File: config.mk
export PLATFORM = sky130hd
export DESIGN_NAME = exmem_port2_arbiter
export DESIGN_NICKNAME = d
export VERILOG_FILES = /design/src/rtl/exmem_arb_pkg.sv /design/src/rtl/arb_rr2.sv /design/src/rtl/exmem_port2_arbiter.sv
export SDC_FILE = /design/constraint.sdc
export NUM_CORES = 1
export LEC_CHECK = 0
export BUFFER_PORTS_ARGS = -buffer_cell sky130_fd_sc_hd__buf_2
export CAP_MARGIN = 0
export CORE_ASPECT_RATIO = 1.75
export CORE_UTILIZATION = 27
export CTS_CLUSTER_SIZE = 30
export DETAILED_ROUTE_END_ITERATION = 8
export GPL_TIMING_DRIVEN = 0
export PLACE_DENSITY_LB_ADDON = 0.12
export SYNTH_ARGS = -nofsm -noshare
export SYNTH_HDL_FRONTEND = slang
export SYNTH_SLANG_ARGS = --single-unit
export TNS_END_PERCENT = 20
File: constraint.sdc
create_clock -name clk -period 1.9 [get_ports clk]
set_input_delay 0.285 -clock clk [delete_from_list [all_inputs] [get_ports clk]]
set_output_delay 0.285 -clock clk [all_outputs]
set_load 0.05 [all_outputs]
File: src/rtl/exmem_arb_pkg.sv
// Shared types and constants for the exmem port-2 arbiter: FSM states,
// requester IDs and the lock-counter width helper.
package exmem_arb_pkg;

   typedef enum logic [1:0] {
      IDLE  = 2'd0,
      GRANT = 2'd1,
      LOCK  = 2'd2
   } arb_state_t;

   localparam logic REQ_DISP = 1'b0;
   localparam logic REQ_GAME = 1'b1;

   localparam int DEFAULT_MAX_LOCK = 16;

   // The counter must be able to hold MAX_LOCK itself, hence the +1.
   function automatic int lock_cnt_width(input int max_lock);
      return $clog2(max_lock + 1);
   endfunction

   localparam int LOCK_CNT_W = lock_cnt_width(DEFAULT_MAX_LOCK);

endpackage

File: src/rtl/arb_rr2.sv
// Combinational two-way round-robin picker. The requester granted last
// loses a tie; the display requester is masked while a lock is held.
module arb_rr2
   import exmem_arb_pkg::*;
(
   input  logic [1:0] eligible,
   input  logic       last_gnt,
   input  logic       lock_active,
   output logic [1:0] winner
);

   logic [1:0] cand;

   always_comb begin
      cand = eligible;
      winner = 2'b00;
      if (lock_active) cand[REQ_DISP] = 1'b0;
      if (cand == 2'b11) winner = (last_gnt == REQ_GAME) ? 2'b01 : 2'b10;
      else winner = cand;
   end

endmodule

File: src/rtl/exmem_port2_arbiter.sv
// Arbiter for exmem port 2: display reads (r0) versus game-logic accesses
// with an optional bounded lock (r1). All memory-side outputs are registered.
module exmem_port2_arbiter
   import exmem_arb_pkg::*;
#(
   parameter int DATA_WIDTH = 16,
   parameter int ADDR_WIDTH = 16,
   parameter int MAX_LOCK   = 16
)
(
   input  logic                  clk,
   input  logic                  reset,
   input  logic                  r0_req,
   input  logic [ADDR_WIDTH-1:0] r0_addr,
   output logic                  r0_gnt,
   output logic                  r0_rvalid,
   output logic [DATA_WIDTH-1:0] r0_rdata,
   input  logic                  r1_req,
   input  logic                  r1_we,
   input  logic [ADDR_WIDTH-1:0] r1_addr,
   input  logic [DATA_WIDTH-1:0] r1_wdata,
   input  logic                  r1_lock,
   output logic                  r1_gnt,
   output logic                  r1_rvalid,
   output logic [DATA_WIDTH-1:0] r1_rdata,
   output logic [ADDR_WIDTH-1:0] mem_addr,
   output logic                  mem_we,
   output logic [DATA_WIDTH-1:0] mem_wdata,
   input  logic [DATA_WIDTH-1:0] mem_rdata,
   output logic                  lock_err
);

   localparam int CW = lock_cnt_width(MAX_LOCK);
   localparam logic [CW-1:0] LOCK_LIMIT = CW'(MAX_LOCK);

   arb_state_t    state, state_next;
   logic          last_gnt, last_gnt_next;
   logic [CW-1:0] lock_cnt, lock_cnt_next, cnt_inc;
   logic          lock_err_next;
   logic          in_lock, timeout, lock_hold;
   logic [1:0]    eligible, winner;

   assign in_lock  = (state == LOCK);
   assign cnt_inc  = lock_cnt + 1'b1;
   assign timeout  = in_lock && (cnt_inc == LOCK_LIMIT);
   // The lock keeps r0 out only while it is still held on this edge.
   assign lock_hold = in_lock && r1_lock && !timeout;
   // A requester whose grant pulse is high right now has been served.
   assign eligible = {r1_req && !r1_gnt, r0_req && !r0_gnt};

   assign r0_rdata = mem_rdata;
   assign r1_rdata = mem_rdata;

   arb_rr2 u_pick (
      .eligible    (eligible),
      .last_gnt    (last_gnt),
      .lock_active (lock_hold),
      .winner      (winner)
   );

   always_comb begin
      state_next    = state;
      last_gnt_next = last_gnt;
      lock_cnt_next = lock_cnt;
      lock_err_next = lock_err;
      if (in_lock) lock_cnt_next = cnt_inc;
      if (timeout) begin
         lock_err_next = 1'b1;
         last_gnt_next = REQ_GAME;
      end
      if (winner[REQ_DISP]) last_gnt_next = REQ_DISP;
      if (winner[REQ_GAME]) last_gnt_next = REQ_GAME;
      if (lock_hold) begin
         state_next = LOCK;
      end else if (winner[REQ_GAME] && r1_lock) begin
         state_next    = LOCK;
         lock_cnt_next = '0;
      end else if (winner != 2'b00) begin
         state_next = GRANT;
      end else begin
         state_next = IDLE;
      end
   end

   always_ff @(posedge clk or negedge reset) begin
      if (!reset) begin
         state     <= IDLE;
         last_gnt  <= REQ_GAME;
         lock_cnt  <= '0;
         lock_err  <= 1'b0;
         r0_gnt    <= 1'b0;
         r1_gnt    <= 1'b0;
         r0_rvalid <= 1'b0;
         r1_rvalid <= 1'b0;
         mem_addr  <= '0;
         mem_we    <= 1'b0;
         mem_wdata <= '0;
      end else begin
         state     <= state_next;
         last_gnt  <= last_gnt_next;
         lock_cnt  <= lock_cnt_next;
         lock_err  <= lock_err_next;
         r0_gnt    <= winner[REQ_DISP];
         r1_gnt    <= winner[REQ_GAME];
         r0_rvalid <= r0_gnt;
         r1_rvalid <= r1_gnt && !mem_we;
         mem_we    <= 1'b0;
         if (winner[REQ_DISP]) begin
            mem_addr <= r0_addr;
         end else if (winner[REQ_GAME]) begin
            mem_addr  <= r1_addr;
            mem_wdata <= r1_wdata;
            mem_we    <= r1_we;
         end
      end
   end

endmodule
======== Yosys cells after proc, flatten, opt, wreduce, memory -nomap -nowiden ========
Index checks and enable logic that the tools add are counted.
Widths: inputs -> output; s select.
storage, ports and cells
  register bits ........................... 46
  output and inout port bits .............. 70
  word-level logic and storage cells ...... 46
operators by class
  add/subtract/negate cells ............... 1
  equal/unequal tests ..................... 3
  multiplexer cells ....................... 16
  bitwise logic cells ..................... 1
  reductions and logical operators ........ 14
operators with widths
  kind                 count
  $mux 16              2
  $mux 5               3
  $mux 2               4
  $logic_and 1x1->1    7
  $mux 1               7
  $add 5x1->5 const B  1
  $eq 5x5->1 const B   1
  $eq 2x2->1 const B   2
  $logic_not 1->1      4
  $reduce_bool 3->1    1
  $reduce_and 2->1     1
  $reduce_bool 2->1    1
  $not 1->1            1

======== Logic depth before layout (Yosys ltp) ========
Gate-level depths: netlist of run 1.
  word-level depth ........................ 12
  depth in mapped cells ................... 8
  gate-level depth less buffers ........... 6

======== Hierarchy ========
Synthesis of run 1 repeated with hierarchy kept, for this count alone.
second synthesis, totals
  cells, all modules ...................... 211
  area, all modules ....................... 2326.0 um2
by module, submodules not included
  module               times used  cells an instance  area each (um2)  sequential area each (um2)
  exmem_port2_arbiter  1           207                2302.2           1152.4
  arb_rr2              1           4                  23.8             0.0

======== Worst setup path after synthesis of run 1 ========
OpenSTA, ideal clock, no wires.
  path type ............................... reg-to-reg
  start ................................... reg lock_cnt[0]
  end ..................................... reg mem_wdata[10]
  data arrival time ....................... 1.916 ns
  path slack .............................. -0.141 ns
  cell stages (with the launch flop) ...... 8
  buffers on the path ..................... 1
  period minus slack after synthesis ...... 2.041 ns
  cell sequence ........................... dfrtp_1 -> ha_1 -> xnor2_1 -> o22ai_4 -> a211oi_4 -> o21ai_4 -> buf_6 -> mux2_4
on the way
  longest elaborated chain between the ends .. 10
RTL lines
  what                          line                        RTL
  from (decl)                   exmem_port2_arbiter.sv:38   logic [CW-1:0] lock_cnt, lock_cnt_next, cnt_inc;
  from (signal assigned)        exmem_port2_arbiter.sv:101  lock_cnt <= lock_cnt_next;
  $add 5x1->5 *                 exmem_port2_arbiter.sv:44   assign cnt_inc = lock_cnt + 1'b1;
  $eq 5x5->1 *                  exmem_port2_arbiter.sv:45   assign timeout = in_lock && (cnt_inc == LOCK_LIMIT);
  $logic_and 1x1->1 *           exmem_port2_arbiter.sv:45
  $logic_not 1->1 *             exmem_port2_arbiter.sv:47   assign lock_hold = in_lock && r1_lock && !timeout;
  $logic_and 1x1->1 *           exmem_port2_arbiter.sv:47
  $mux 1 *                      arb_rr2.sv:17               if (lock_active) cand[REQ_DISP] = 1'b0;
  $eq 2x2->1                    arb_rr2.sv:18               if (cand == 2'b11) winner = (last_gnt == REQ_GAME) ? 2'b01 : 2'b10;
  $mux 2 *                      arb_rr2.sv:18
  $not 1->1 (no line)           --
  $reduce_and 2->1 (no line) *  --
  to (signal assigned)          exmem_port2_arbiter.sv:112  mem_wdata <= r1_wdata;
  to (decl)                     exmem_port2_arbiter.sv:28   output logic [DATA_WIDTH-1:0] mem_wdata,
Every way passes the cells marked *; elsewhere a longest branch is shown, timed or not.
A chain may end at the register's enable or synchronous reset.

======== Final worst setup path of run 1 ========
  start ................................... reg lock_cnt[0]
  end ..................................... reg mem_wdata[13]
The elaborated chain is that of the path after synthesis.

==> flow_metrics.py, run 1 <==
metrics = {
    "sta": {
        "fmax_mhz": 491,
        "hold_ws_ps": 187,
        "final_max_slew_viol_count": 0,
        "fin_skew_ps": 6.91,
        "final.period_utilization_pct": 107,
        "rsz0062_at_grt": "yes",
        "tns_ps": -2990,
        "fin_crit_ps": 2040,
        "setup_violations": 32,
        "slew_headroom_pct": 28.4,
        "hold_violations": 0,
        "fin_ws_ps": -138,
        "worst-slew-pin-transition_ps": 1070,
    },
    "grt": {
        "grt_max_degree": 47,
        "overflow": 0,
        "antenna_found_initial": 0,
        "grt_use_total_pct": 13.5,
        "grt_pass1_vias": 1947,
        "grt_pass1_wl_mm": 9.43,
    },
    "placement": {
        "io_buffers": 123,
        "hpwlAfterDp_mm": 4.52,
        "place_ws_ps": -255,
        "place_inst": 424,
        "placed_area_mm2": 0.00314,
        "gp_congestion": 0.729,
    },
    "clock_network": {
        "clk-insertion-delay-late_ps": 290,
        "cts_tree": "done",
        "cts_inserted_buffers": 5,
        "clk_path_buf_depth": 2,
        "htree_levels": 2,
        "clock_sinks": 46,
        "clock-root-buffer": "clkbuf_16",
        "cts_hold_buf": 0,
        "clk_pin_slew_ps": 60,
    },
    "worst_setup_path": {
        "end_kind": "flip-flop",
        "crit_type": "flip-flop to flip-flop",
        "cp.arrival_ps": 2210,
        "worst_setup_path_start_kind": "flip-flop",
        "cp.required_ps": 2070,
        "crit_fanout": 10,
    },
    "synth": {
        "synth_cells": 186,
        "synth_top_area_share_pct": 47.7,
        "synth-seq-area-share_pct": 48.8,
        "synth_mux_area_share_pct": 9.69,
        "syn_area_per_cell_um2": 12.7,
        "synthAdderAreaFrac_pct": 1.06,
        "yosysUniqueCellTypes": 33,
        "synthXorXnorAreaFrac_pct": 1.85,
        "synth_area_leader_cell": "dfrtp_1",
        "synth_compound_area_share_pct": 13.3,
        "yosys.area_share.simple_pct": 11.7,
        "synth_area_mm2": 0.00236,
        "synth-seq-cells": 46,
        "synth_top_family_by_area": "buffers and inverters",
        "synth.area.top_cells": "dfrtp_1 48%, buf_4 10%, mux2_4 8.3%",
        "yosysWarnings": 0,
        "synth_nets": 258,
    },
    "final_layout": {
        "nets": 392,
        "syn_to_final_growth_pct": 42.9,
        "seq_area_mm2": 0.00115,
        "layout-drive-gt1-share_pct": 63.6,
        "nFillCells": 871,
        "diodes": 0,
        "final_cells": 436,
        "multi_input_area_um2": 926,
        "stdcell_area_mm2": 0.00338,
    },
    "drt": {
        "drtAntennaViolNets": 0,
        "drc": 0,
        "drt_first_pass_iters": 4,
        "routed_wl_mm": 5.92,
        "drtIter0Drc": 60,
        "vias": 1827,
        "wl_per_cell_um": 13.6,
        "via_per_inst": 4.19,
    },
    "run": {
        "max_cap_violations": 0,
    },
    "worst_hold_path": {
        "hp-class": "input pin to async pin",
    },
    "power": {
        "p_leak_nw": 1.69,
        "peakVddDrop_mv": 0.524,
        "power_density_mw_per_mm2": 1390,
    },
    "floorplan": {
        "core_area_mm2": 0.00837,
        "die_area_mm2": 0.00914,
        "io_pins": 140,
        "initial_core_util_pct": 28.2,
        "die_h_um": 126,
        "num_rows": 44,
        "dieWidth_um": 72.7,
    },
    "status": {
        "status": "finished with violations",
        "violations": "setup timing",
    },
}
==> synth_stat cells, drive strengths merged <==
master	n
buf	38
or2b	11
a211oi	1
a21o	1
nor2b	4
a2111o	1
nand2b	9
xnor2	2
nand3	4
o21ai	5
dfstp	1
inv	4
o31a	1
dfrtp	45
mux2	16
xor2	3
nand4	2
nand2	6
o22ai	1
nor2	5
o221a	16
o211ai	1
and3	3
ha	2
or2	2
o2bb2ai	1
a21oi	1
==> layer usage <==
layer  global-route usage (%)  vias up  share of wire (%)
li1                         -      883                  -
met1                     14.5      873                 37
met2                     25.2       66                 57
met3                     3.20        5                4.8
met4                     4.50        0                1.2
met5                        0        -                  0
==> metrics by stage <==
step	total power [mW]	utilization (%)
after global routing	4.92	40.3
after global placement	3.67	37.5
final	4.69	40.3
after detailed placement	3.68	37.5
after CTS	4.74	40.2
after floorplan	3.15	-
==> worst paths after layout <==
check	start	to	slack (ps)	depth (start not counted)
worst max-delay path	lock_cnt[0]	mem_wdata[13]	-140	7
worst min register to register	r0_gnt	r0_rvalid	400	0
max in group asynchronous	reset	lock_cnt[1]	990	1
worst min-delay path	reset	lock_err	190	1
worst max register to register	lock_cnt[0]	mem_wdata[13]	-140	7
min in group clk	r1_wdata[0]	mem_wdata[0]	220	2
==> worst max-delay path: stages (launching register included) <==
cell and delay [ps]:
dfrtp_2 460, ha_4 200, xnor2_2 140, o22ai_4 240
a211oi_4 110, o21ai_4 260, buf_6 200, mux2_4 310
==> cell type report <==
class                      count  share of cell area, %
sequential                    46                   34.2
inverter                       4                  0.445
tap                          115                   4.26
clock buffer                   6                   3.82
clock inverter                 2                   1.11
multi-input combinational     98                   27.4
timing repair buffer         127                   19.3
buffer                        38                   9.38
==> state kept, by name, indices dropped and copies added (netlist names) <==
register / count
last_gnt: 1
lock_cnt: 5
lock_err: 1
mem_addr: 16
mem_wdata: 16
mem_we: 1
r0_gnt: 1
r0_rvalid: 1
r1_gnt: 1
r1_rvalid: 1
state: 2
==> kinds of logic after synthesis <==
logic type      count (synthesis)
compound gates                 29
xor+xnor                        5
fa+ha+maj                       2
buf+inv                        42
flops                          46
mux                            16
simple gates                   46
==> repair_timing <==
item,CTS,global route
endpoints found under the setup margin,33,33
setup buffers,4,0
resized for setup,6,3
pin swaps,4,2
==> layout by cell type, fill, tap and decap left out, types with 2 or more instances in the layout <==
cell type  synthesis  final
xnor2_2            0      2
o21ai_0            4      4
nor2_1             5      5
dfrtp_2            0      2
nor2b_1            4      3
clkbuf_16          0      5
mux2_4            13     13
inv_1              4      4
dfrtp_1           45     43
mux2_2             3      3
or2_2              2      2
buf_4             33     35
nand3_1            4      4
buf_6              4      5
buf_2              0    123
or2b_1            11     11
nand2b_1           9      9
xor2_1             3      3
nand4_1            2      2
o221a_1           16     16
nand2_1            6      6
==> where the power goes <==
part / internal, mW / leakage [nW] / total (mW) / switching, mW
Clock: 0.621 / 0.0771 / 0.996 / 0.374
Sequential: 1.28 / 0.543 / 1.46 / 0.176
Combinational: 0.736 / 1.07 / 2.24 / 1.50
Power figures use the tool's default switching activity.
==> run 2: changes to the inputs <==
HOLD_SLACK_MARGIN = 0.05   (was unset)
SKIP_LAST_GASP = 1   (was unset)
==> run 2 against run 1 <==
Die area unchanged. Critical endpoint unchanged. Largest power group unchanged. Power fell by 0.23%. Sequential power hardly changed. Combinational power about the same. Sequential share of layout area grew 0.076 points. Final cell count unchanged. Worst hold slack better by 0.85 ps. The flow still finishes with violations (setup timing). Highest routed layer unchanged. Critical path depth is the same. Largest cell class unchanged.
==> flow_metrics.py, run 2 (same netlist as run 1, synthesis figures left out) <==
metrics = {
    "placement": {
        "gp_congestion": 0.729,
        "io_buffers": 123,
        "hpwlAfterDp_mm": 4.52,
        "place_ws_ps": -255,
    },
    "clock_network": {
        "htree_levels": 2,
        "clock_sinks": 46,
        "cts_inserted_buffers": 5,
        "clk_pin_slew_ps": 60,
        "cts_hold_buf": 0,
        "clk_path_buf_depth": 2,
        "clock-root-buffer": "clkbuf_16",
        "clk-insertion-delay-late_ps": 290,
        "cts_tree": "done",
    },
    "sta": {
        "fin_ws_ps": -135,
        "rsz0062_at_grt": "yes",
        "fin_skew_ps": 6.20,
        "final_max_slew_viol_count": 0,
        "hold_violations": 0,
        "worst-slew-pin-transition_ps": 1070,
        "hold_ws_ps": 188,
        "fin_crit_ps": 2030,
        "setup_violations": 32,
        "fmax_mhz": 491,
        "slew_headroom_pct": 28.5,
        "final.period_utilization_pct": 107,
    },
    "final_layout": {
        "largest_registers": "mem_addr x16, mem_wdata x16, lock_cnt x5",
        "diodes": 0,
        "layout-drive-gt1-share_pct": 63.6,
        "nets": 392,
        "final_common_cell": "buf_2",
        "syn_to_final_growth_pct": 42.6,
        "final_cell_mix": "123 x buf_2, 43 x dfrtp_1, 37 x buf_4, 16 x o221a_1, 13 x mux2_4",
        "nFillCells": 874,
    },
    "power": {
        "p_leak_nw": 1.68,
        "swShare_pct": 43.7,
        "peakVddDrop_mv": 0.526,
        "clkPwrFrac_pct": 21.2,
        "power_mw": 4.68,
        "p_switching_mw": 2.04,
        "combPwrFrac_pct": 47.6,
        "power_density_mw_per_mm2": 1390,
        "intPower_mw": 2.63,
        "pwr-share-seq_pct": 31.2,
    },
    "floorplan": {
        "core_area_mm2": 0.00837,
        "io_pins": 140,
        "num_rows": 44,
        "die_h_um": 126,
        "initial_core_util_pct": 28.2,
        "die_area_mm2": 0.00914,
        "dieWidth_um": 72.7,
    },
    "worst_setup_path": {
        "crit_fanout": 10,
        "worst_setup_path_start_kind": "flip-flop",
        "cp_slowest_cell": "dfrtp_2",
        "max_stage_delay_ps": 460,
        "cp.required_ps": 2070,
        "cp.arrival_ps": 2200,
        "crit_chain": "ha_4 -> xnor2_2 -> o22ai_4 -> a211oi_4 -> o21ai_4 -> buf_6 -> mux2_4",
        "end_kind": "flip-flop",
        "crit_type": "flip-flop to flip-flop",
        "critPathTopFamily": "compound AO/OA/AOI/OAI gates",
        "crit_buf_inv": 1,
    },
    "status": {
        "status": "finished with violations",
        "violations": "setup timing",
    },
    "grt": {
        "antenna_found_initial": 0,
        "grt_pass1_vias": 1935,
        "grt_max_degree": 47,
        "grt_pass1_wl_mm": 9.40,
        "overflow": 0,
        "grt_use_total_pct": 13.5,
    },
    "run": {
        "max_cap_violations": 0,
    },
    "drt": {
        "drc": 0,
        "via_per_inst": 4.22,
        "wl_per_cell_um": 13.5,
        "drt_first_pass_iters": 4,
        "drtIter0Drc": 52,
        "routed_wl_mm": 5.89,
        "drtAntennaViolNets": 0,
        "vias": 1838,
    },
    "worst_hold_path": {
        "hp-class": "input pin to async pin",
    },
}
run 2: cell counts in the layout (fill, tap and decap cells not counted):
No cell type changed its count.
run 2: power groups by stage:
stage	sequential [mW]	combinational (mW)	clock, mW
floorplan	2.36	0.787	0
global placement	1.47	2.21	0
detailed placement	1.46	2.22	0
CTS	1.46	2.25	1.02
global route	1.50	2.34	1.07
finish	1.46	2.23	0.994
run 2: final cells by class:
class | count | area, um^2 | share of cell area [%]
Clock inverter | 2 | 37.5 | 1.11
Sequential cell | 46 | 1150 | 34.3
Buffer | 38 | 317 | 9.40
Multi-Input combinational cell | 98 | 926 | 27.5
Tap cell | 115 | 144 | 4.27
Inverter | 4 | 15.0 | 0.446
Timing Repair Buffer | 127 | 646 | 19.2
Clock buffer | 6 | 129 | 3.83
run 2: through the flow:
step,cell area [um^2],utilization [%],std cells,TNS (ps)
5_1_grt,3370,40.3,436,-5900
6_report,3370,40.3,436,-2970
2_1_floorplan,2380,-,186,-277
4_1_cts,3350,40.1,436,-3370
3_5_place_dp,3140,37.5,424,-5140
3_3_place_gp,3140,37.5,424,-5300
run 2: worst paths after layout:
kind | from | slack (ps) | depth (start not counted) | endpoint
worst max-delay path | lock_cnt[0] | -130 | 7 | mem_wdata[13]
worst min-delay path | reset | 190 | 1 | r0_gnt
worst max register to register | lock_cnt[0] | -130 | 7 | mem_wdata[13]
worst min register to register | r0_gnt | 400 | 0 | r0_rvalid
max in group asynchronous | reset | 990 | 1 | lock_cnt[1]
min in group clk | r1_wdata[0] | 220 | 2 | mem_wdata[0]
run 2: routing by layer:
| metal | wire, um | vias to the layer above | GRT usage, % |
|---|---|---|---|
| met2 | 3380 | 72 | 25.2 |
| met4 | 70 | 0 | 4.50 |
| met5 | 0 | - | 0 |
| met1 | 2140 | 876 | 14.4 |
| li1 | - | 885 | - |
| met3 | 298 | 5 | 3.20 |
run 2: timing repair:
item / 4_1_cts / 5_1_grt
setup buffers: 4 / 0
endpoints found under the setup margin: 33 / 33
endpoints found under the hold margin: 0 / 0
resized for setup: 4 / 3
pin swaps: 3 / 2
